[src/rtl/pixel_feeder.sv]
// Upstream feeder for the MNIST core: buffers host pixels, converts them to fixed point and
// paces exactly one frame at a time into the core, latching each prediction it returns.
module pixel_feeder #(
  parameter int unsigned DATA_WIDTH = 24,
  parameter int unsigned FRAC_BITS  = 16,
  parameter int unsigned FRAME_LEN  = 784,
  parameter int unsigned FIFO_DEPTH = 16,
  parameter int unsigned TIMEOUT    = 4096
) (
  input  logic                  clk,
  input  logic                  rst,
  input  logic                  s_valid,
  input  logic [7:0]            s_pixel,
  output logic                  s_ready,
  output logic                  pix_valid,
  output logic [DATA_WIDTH-1:0] pix_data,
  input  logic                  core_valid,
  input  logic [3:0]            core_digit,
  output logic                  res_valid,
  output logic [3:0]            res_digit,
  output logic [15:0]           frame_count,
  output logic                  timeout_err
);

  localparam int unsigned AddrW   = $clog2(FIFO_DEPTH);
  localparam int unsigned PixCntW = $clog2(FRAME_LEN + 1);
  localparam int unsigned WaitW   = $clog2(TIMEOUT);
  localparam int unsigned Shift   = FRAC_BITS - 8;

  typedef enum logic {StStream, StWait} state_e;

  state_e               state_q, state_d;
  logic [7:0]           mem [FIFO_DEPTH];
  logic [AddrW:0]       wptr_q, rptr_q;
  logic [PixCntW-1:0]   pix_cnt_q, pix_cnt_d;
  logic [WaitW-1:0]     wait_cnt_q, wait_cnt_d;
  logic                 pix_valid_q;
  logic [DATA_WIDTH-1:0] pix_data_q, pix_conv;
  logic                 res_valid_q;
  logic [3:0]           res_digit_q;
  logic [15:0]          frame_count_q;
  logic                 timeout_err_q;
  logic                 full, empty, push, pop, res_latch, timeout_hit;

  // Extra pointer MSB distinguishes full from empty when the index bits match.
  assign empty    = (wptr_q == rptr_q);
  assign full     = (wptr_q[AddrW] != rptr_q[AddrW]) &&
                    (wptr_q[AddrW-1:0] == rptr_q[AddrW-1:0]);
  assign s_ready  = ~full;
  assign push     = s_valid & ~full;
  assign pix_conv = DATA_WIDTH'(mem[rptr_q[AddrW-1:0]]) << Shift;

  always_comb begin
    state_d     = state_q;
    pix_cnt_d   = pix_cnt_q;
    wait_cnt_d  = wait_cnt_q;
    pop         = 1'b0;
    res_latch   = 1'b0;
    timeout_hit = 1'b0;
    case (state_q)
      StStream: begin
        if (!empty) begin
          pop = 1'b1;
          if (pix_cnt_q == PixCntW'(FRAME_LEN - 1)) begin
            pix_cnt_d = '0;
            state_d   = StWait;
          end else begin
            pix_cnt_d = pix_cnt_q + 1'b1;
          end
        end
      end
      StWait: begin
        // A result arriving on the limit cycle still counts as a result.
        if (core_valid) begin
          res_latch  = 1'b1;
          wait_cnt_d = '0;
          state_d    = StStream;
        end else if (wait_cnt_q == WaitW'(TIMEOUT - 1)) begin
          timeout_hit = 1'b1;
          wait_cnt_d  = '0;
          state_d     = StStream;
        end else begin
          wait_cnt_d = wait_cnt_q + 1'b1;
        end
      end
      default: state_d = StStream;
    endcase
  end

  always_ff @(posedge clk) begin
    if (push) mem[wptr_q[AddrW-1:0]] <= s_pixel;
  end

  always_ff @(posedge clk or posedge rst) begin
    if (rst) begin
      state_q       <= StStream;
      wptr_q        <= '0;
      rptr_q        <= '0;
      pix_cnt_q     <= '0;
      wait_cnt_q    <= '0;
      pix_valid_q   <= 1'b0;
      pix_data_q    <= '0;
      res_valid_q   <= 1'b0;
      res_digit_q   <= '0;
      frame_count_q <= '0;
      timeout_err_q <= 1'b0;
    end else begin
      state_q     <= state_d;
      pix_cnt_q   <= pix_cnt_d;
      wait_cnt_q  <= wait_cnt_d;
      pix_valid_q <= pop;
      res_valid_q <= res_latch;
      if (push) wptr_q <= wptr_q + 1'b1;
      if (pop) begin
        rptr_q     <= rptr_q + 1'b1;
        pix_data_q <= pix_conv;
      end
      if (res_latch) begin
        res_digit_q   <= core_digit;
        frame_count_q <= frame_count_q + 16'd1;
      end
      if (timeout_hit) timeout_err_q <= 1'b1;
    end
  end

  assign pix_valid   = pix_valid_q;
  assign pix_data    = pix_data_q;
  assign res_valid   = res_valid_q;
  assign res_digit   = res_digit_q;
  assign frame_count = frame_count_q;
  assign timeout_err = timeout_err_q;

endmodule

[config.mk]
export PLATFORM = sky130hd
export DESIGN_NAME = pixel_feeder
export DESIGN_NICKNAME = d
export VERILOG_FILES = /design/src/rtl/pixel_feeder.sv
export SDC_FILE = /design/constraint.sdc
export NUM_CORES = 1
export LEC_CHECK = 0
export ABC_AREA = 1
export CORE_MARGIN = 10
export CORE_UTILIZATION = 55
export CTS_BUF_LIST = sky130_fd_sc_hd__clkbuf_4
export CTS_CLUSTER_DIAMETER = 120
export CTS_CLUSTER_SIZE = 28
export DETAILED_ROUTE_END_ITERATION = 7
export GPL_TIMING_DRIVEN = 0
export HOLD_SLACK_MARGIN = 0.08
export PLACE_DENSITY_LB_ADDON = 0.08
export SLEW_MARGIN = 5
export SYNTH_ARGS = -nofsm -noshare
export SYNTH_HDL_FRONTEND = slang
export SYNTH_SLANG_ARGS = --single-unit
[constraint.sdc]
create_clock -name clk -period 2.85 [get_ports clk]
set_input_delay 0.285 -clock clk [delete_from_list [all_inputs] [get_ports clk]]
set_output_delay 0.285 -clock clk [all_outputs]
set_load 0.005 [all_outputs]
==> Yosys cells after proc, flatten, opt, wreduce, memory -nomap -nowiden <==
Memories as Yosys holds them, arrays and structs flattened. A register that Yosys moved wholly into a read port is not among the register bits.
Cells that the tools add are included.
{ "totals": {"in_bits": 16, "out_inout_bits": 48, "elab_cells": 44, "mem_count": 1, "ramBits": 128, "ff_bits": 56} }
{ "classes": {"n_mux": 17, "n_bitwise": 4, "n_eq_ne": 5, "n_reduce_logical": 2, "add_sub_neg": 5} }
{ "memory_table": {"columns": ["name", "depth", "word_bits", "rd", "rd_clocked_by_memory_dff", "wr", "line", "source"], "rows": [
  ["mem", 16, 8, 1, 1, 1, "33", "logic [7:0] mem [FIFO_DEPTH];"]
]} }
{ "ops": {"columns": ["operator", "count"], "rows": [
  ["12-bit 2-to-1 mux", 2],
  ["16-bit by 1-bit adder with 16-bit output, second input constant", 1],
  ["1-bit 2-to-1 mux", 13],
  ["12-bit by 1-bit adder with 12-bit output, second input constant", 1],
  ["12-bit equality test, second input constant", 1],
  ["10-bit by 1-bit adder with 10-bit output, second input constant", 1],
  ["5-bit by 1-bit adder with 5-bit output, second input constant", 2],
  ["10-bit equality test, second input constant", 1],
  ["10-bit 2-to-1 mux", 1],
  ["5-bit equality test", 1],
  ["4-bit equality test", 1],
  ["1-bit NOT", 3],
  ["1-bit case mux with 2 select lines", 1],
  ["2-bit AND reduction", 1],
  ["1-bit bitwise AND", 1],
  ["1-bit logical AND", 1],
  ["1-bit inequality test", 1]
]} }

==> Depth between registers and ports, before layout <==
{ "depth": {"word_depth": 6, "depth_mapped": 13, "depth_no_buf": 10} }

==> Worst setup path after synthesis <==
OpenSTA, ideal clock, no wires.
{ "synth_path": {"kind": "reg2reg", "startpoint": "reg rptr_q[1]", "endpoint": "mem mem[10][0] (enable)", "path_stages_with_launch": 10, "setup_ns": 0.383, "n_path_buf": 2, "required_ns": 2.467, "t_arrival_ns": 1.734, "path_slack_ns": 0.733, "period_less_slack_ns": 2.117, "cell_sequence": "dfrtp_1 buf_4 inv_2 nand2_1 nand2_1 nor2_1 nand3b_1 nand2_1 buf_2 nor3_1"} }
{ "synth_via": {"elab_chain_len": 6} }
{ "synth_rtl": {"columns": ["element", "line", "source"], "rows": [
  ["start: declaration", "34", "logic [AddrW:0] wptr_q, rptr_q;"],
  ["start signal: assignment", "115", "rptr_q <= rptr_q + 1'b1;"],
  ["4-bit equality test", "48", "(wptr_q[AddrW-1:0] == rptr_q[AddrW-1:0]);"],
  ["1-bit logical AND", "47", "assign full = (wptr_q[AddrW] != rptr_q[AddrW]) &&"],
  ["1-bit NOT", null, null],
  ["net s_ready", "14", "output logic s_ready,"],
  ["1-bit bitwise AND", "50", "assign push = s_valid & ~full;"],
  ["1-bit 2-to-1 mux", "91", "if (push) mem[wptr_q[AddrW-1:0]] <= s_pixel;"],
  ["1-bit 2-to-1 mux (implied by the code)", "91", null],
  ["end: declaration", "33", null]
]} }
The timed path passes the listed nets, and every way through them passes these cells.

==> Worst setup path after layout <==
{ "layout_path": {"startpoint": "reg rptr_q[1]", "endpoint": "out s_ready"} }
{ "layout_via": {"elab_chain_len": 3} }
{ "layout_rtl": {"columns": ["element", "line", "source"], "rows": [
  ["4-bit equality test", "48", null],
  ["1-bit logical AND", "47", null],
  ["1-bit NOT", "49", "assign s_ready = ~full;"],
  ["end: declaration", "14", null]
]} }
No other way between the ends.

==> impl_metrics.ini <==
[die]
die_height_um = 148
die-area_mm2 = 0.0218
rows = 46
core_area_mm2 = 0.0159
start_util_pct = 56.2
pin_count = 64
dieWidth_um = 148

[layout]
final_area_mm2 = 0.0102
final_cell_mix = nand2_1, inv_1, edfxtp_1
n_fill_cell = 1321
layout.nets = 1077
regArea_mm2 = 0.00545
area_growth_pct = 13.8
layout-drive-gt1-share_pct = 9.01
multi_input_area_mm2 = 0.00277
final_common_cell = nand2_1
layout.cells.non_filler = 1282

[logic_synthesis]
syn_inst = 972
ys_seq_elements = 192
netlist_area_mm2 = 0.00897
synth.yosys.seq_area_share_pct = 60.7
synth.avg_cell_area_um2 = 9.23
ys_types = 32
synth_warnings = 0
synth_enable_flop_cells = 128
ys.flop_type = edfxtp_1
synth_async_sr_flop_share_pct = 33.3

[sta]
setup_viol = 0
timing.hold.ws_ns = 0.189
timing.final.crit_share_pct = 86.3
skew_ns = 0.0226
finalHoldViolCount = 0
rsz0062_at_grt = false
clock.fmax_ghz = 0.406
slew_headroom_pct = 45.9
worst_pin_slew_ns = 0.808
fin_crit_ns = 2.46
finalMaxSlewViolations = 0

[detailed_routing]
first_pass_iters = 5
dr_total_vias = 6362
wire_per_inst_um = 15.6
vias_per_cell = 4.96
drc = 0
wl_um = 20000
drtAntennaViolNets = 0
drt-initial-drc-count = 558

[cts]
clkSinkCount = 192
clk_latency_ns = 0.59
cts_tree = done
postCtsHoldBufs = 0
clock_path_buffers = 2
clkSlewWorstSetupHoldPaths_ns = 0.14
cts-root-buf = clkbuf_4
cts_made_buffers = 17
htreeDepth = 4

[critical_path]
critPathMaxFanout = 9
criticalPathCategory = reg -> out
worst_setup_path_start_kind = register
cp-end-kind = output port
cp.arrival_ns = 2.18
required_ns = 2.57

[place]
place.port_buffers = 47
dpl_cell_area_mm2 = 0.00977
dp_hpwl_um = 13600
globalplace.congestion = 0.907
placed_cells = 1250

[flow_run]
cap_violations = 0

[pwr]
ir_drop_v = 0.000483
leakage_nw = 4.66
p_per_area_mw_per_mm2 = 839
p_total_mw = 8.57

[grt]
grt_usage_pct = 18.8
grt_max_degree = 65
grt_pass1_vias = 6177
grt_pass1_wl_um = 32200
grt.overflow.total = 0
antenna_found_initial = 1

[outcome]
status = completed

[hold_path]
hp-class = in -> async
## area by class of cell
class,instances,share of cell area [%]
Sequential cell,192,53.3
Multi-Input combinational cell,587,27.1
Inverter,161,5.97
Timing Repair Buffer,47,4.61
Buffer,47,2.76
Tap cell,216,2.65
Clock inverter,8,1.86
Clock buffer,23,1.69
Antenna cell,1,0.0245
## state kept, by name (all words and copies together), names as in the netlist
name         cells
wait_cnt_q      12
pix_cnt_q       10
frame_count     16
res_valid        1
state_q          1
res_digit        4
pix_valid        1
rptr_q           5
pix_data         8
mem            128
timeout_err      1
wptr_q           5
## worst paths after layout
path / cells past startpoint / endpoint / slack [ns] / from
hold reg to reg: 1 / timeout_err / 0.49 / timeout_err
min in group clk: 3 / res_digit[2] / 0.22 / core_digit[2]
setup reg to reg: 9 / mem[4][2] / 0.44 / rptr_q[1]
hold / removal: 2 / frame_count[15] / 0.19 / rst
max in group asynchronous: 2 / pix_data[13] / 2.15 / rst
setup / recovery: 7 / s_ready / 0.39 / rptr_q[1]
## critical path, stage by stage, from the launching register on
cell and delay (ns):
dfrtp_1 0.38, buf_4 0.18, inv_2 0.09, nand2_1 0.07
nand2_1 0.06, nor2_1 0.17, nand3b_1 0.16, clkdlybuf4s50_1 0.48
## cell usage after synthesis, types with 7 or more instances
cell type / number / area [µm²]
nor2_1: 25 / 93.8
ha_1: 8 / 100
clkbuf_1: 7 / 26.3
edfxtp_1: 128 / 3840
xnor2_1: 12 / 105
xor2_1: 19 / 166
nor3_1: 23 / 115
nand2_1: 338 / 1270
dfrtp_1: 64 / 1600
o21ai_0: 19 / 95.1
buf_2: 15 / 75.1
buf_4: 21 / 158
nand4_1: 9 / 56.3
inv_1: 155 / 582
nand3_1: 98 / 490
## routing by layer
metal | up-vias | track usage [%] | wire (µm)
met4 | 0 | 6.44 | 403
li1 | 3205 | - | -
met5 | - | 0 | 0
met1 | 2966 | 24.4 | 8830
met2 | 161 | 30.0 | 9590
met3 | 30 | 4.85 | 1140
## logic make-up after synthesis
family | after synthesis | share of synthesized area (%)
buf+inv | 208 | 9.91
fa+ha+maj | 8 | 1.12
simple gates | 504 | 23.5
xor+xnor | 31 | 3.03
compound gates | 28 | 1.69
flops | 192 | 60.7
other cells | 1 | 0.0418
## repair_timing
action	4_1_cts	5_1_grt
gates resized for setup	2	7
pin swaps	0	0
setup endpoints to repair	10	56
buffers inserted	0	0
## power by group
group	switching (mW)	internal (mW)	total, mW	leakage [nW]
combinational	2.10	1.06	3.16	2.48
sequential	0.241	3.37	3.61	1.98
clock	0.871	0.925	1.80	0.198
## metrics by stage
stage	setup TNS (ns)	utilization, %	setup WS, ns
3_5_place_dp	0	61.3	0.0134
2_1_floorplan	0	-	0.733
4_1_cts	0	63.6	0.0174
5_1_grt	0	64.0	0.261
3_3_place_gp	-13.73	61.2	-0.217
6_report	0	64.0	0.389
No activity file was read; power rests on OpenSTA's default activity.
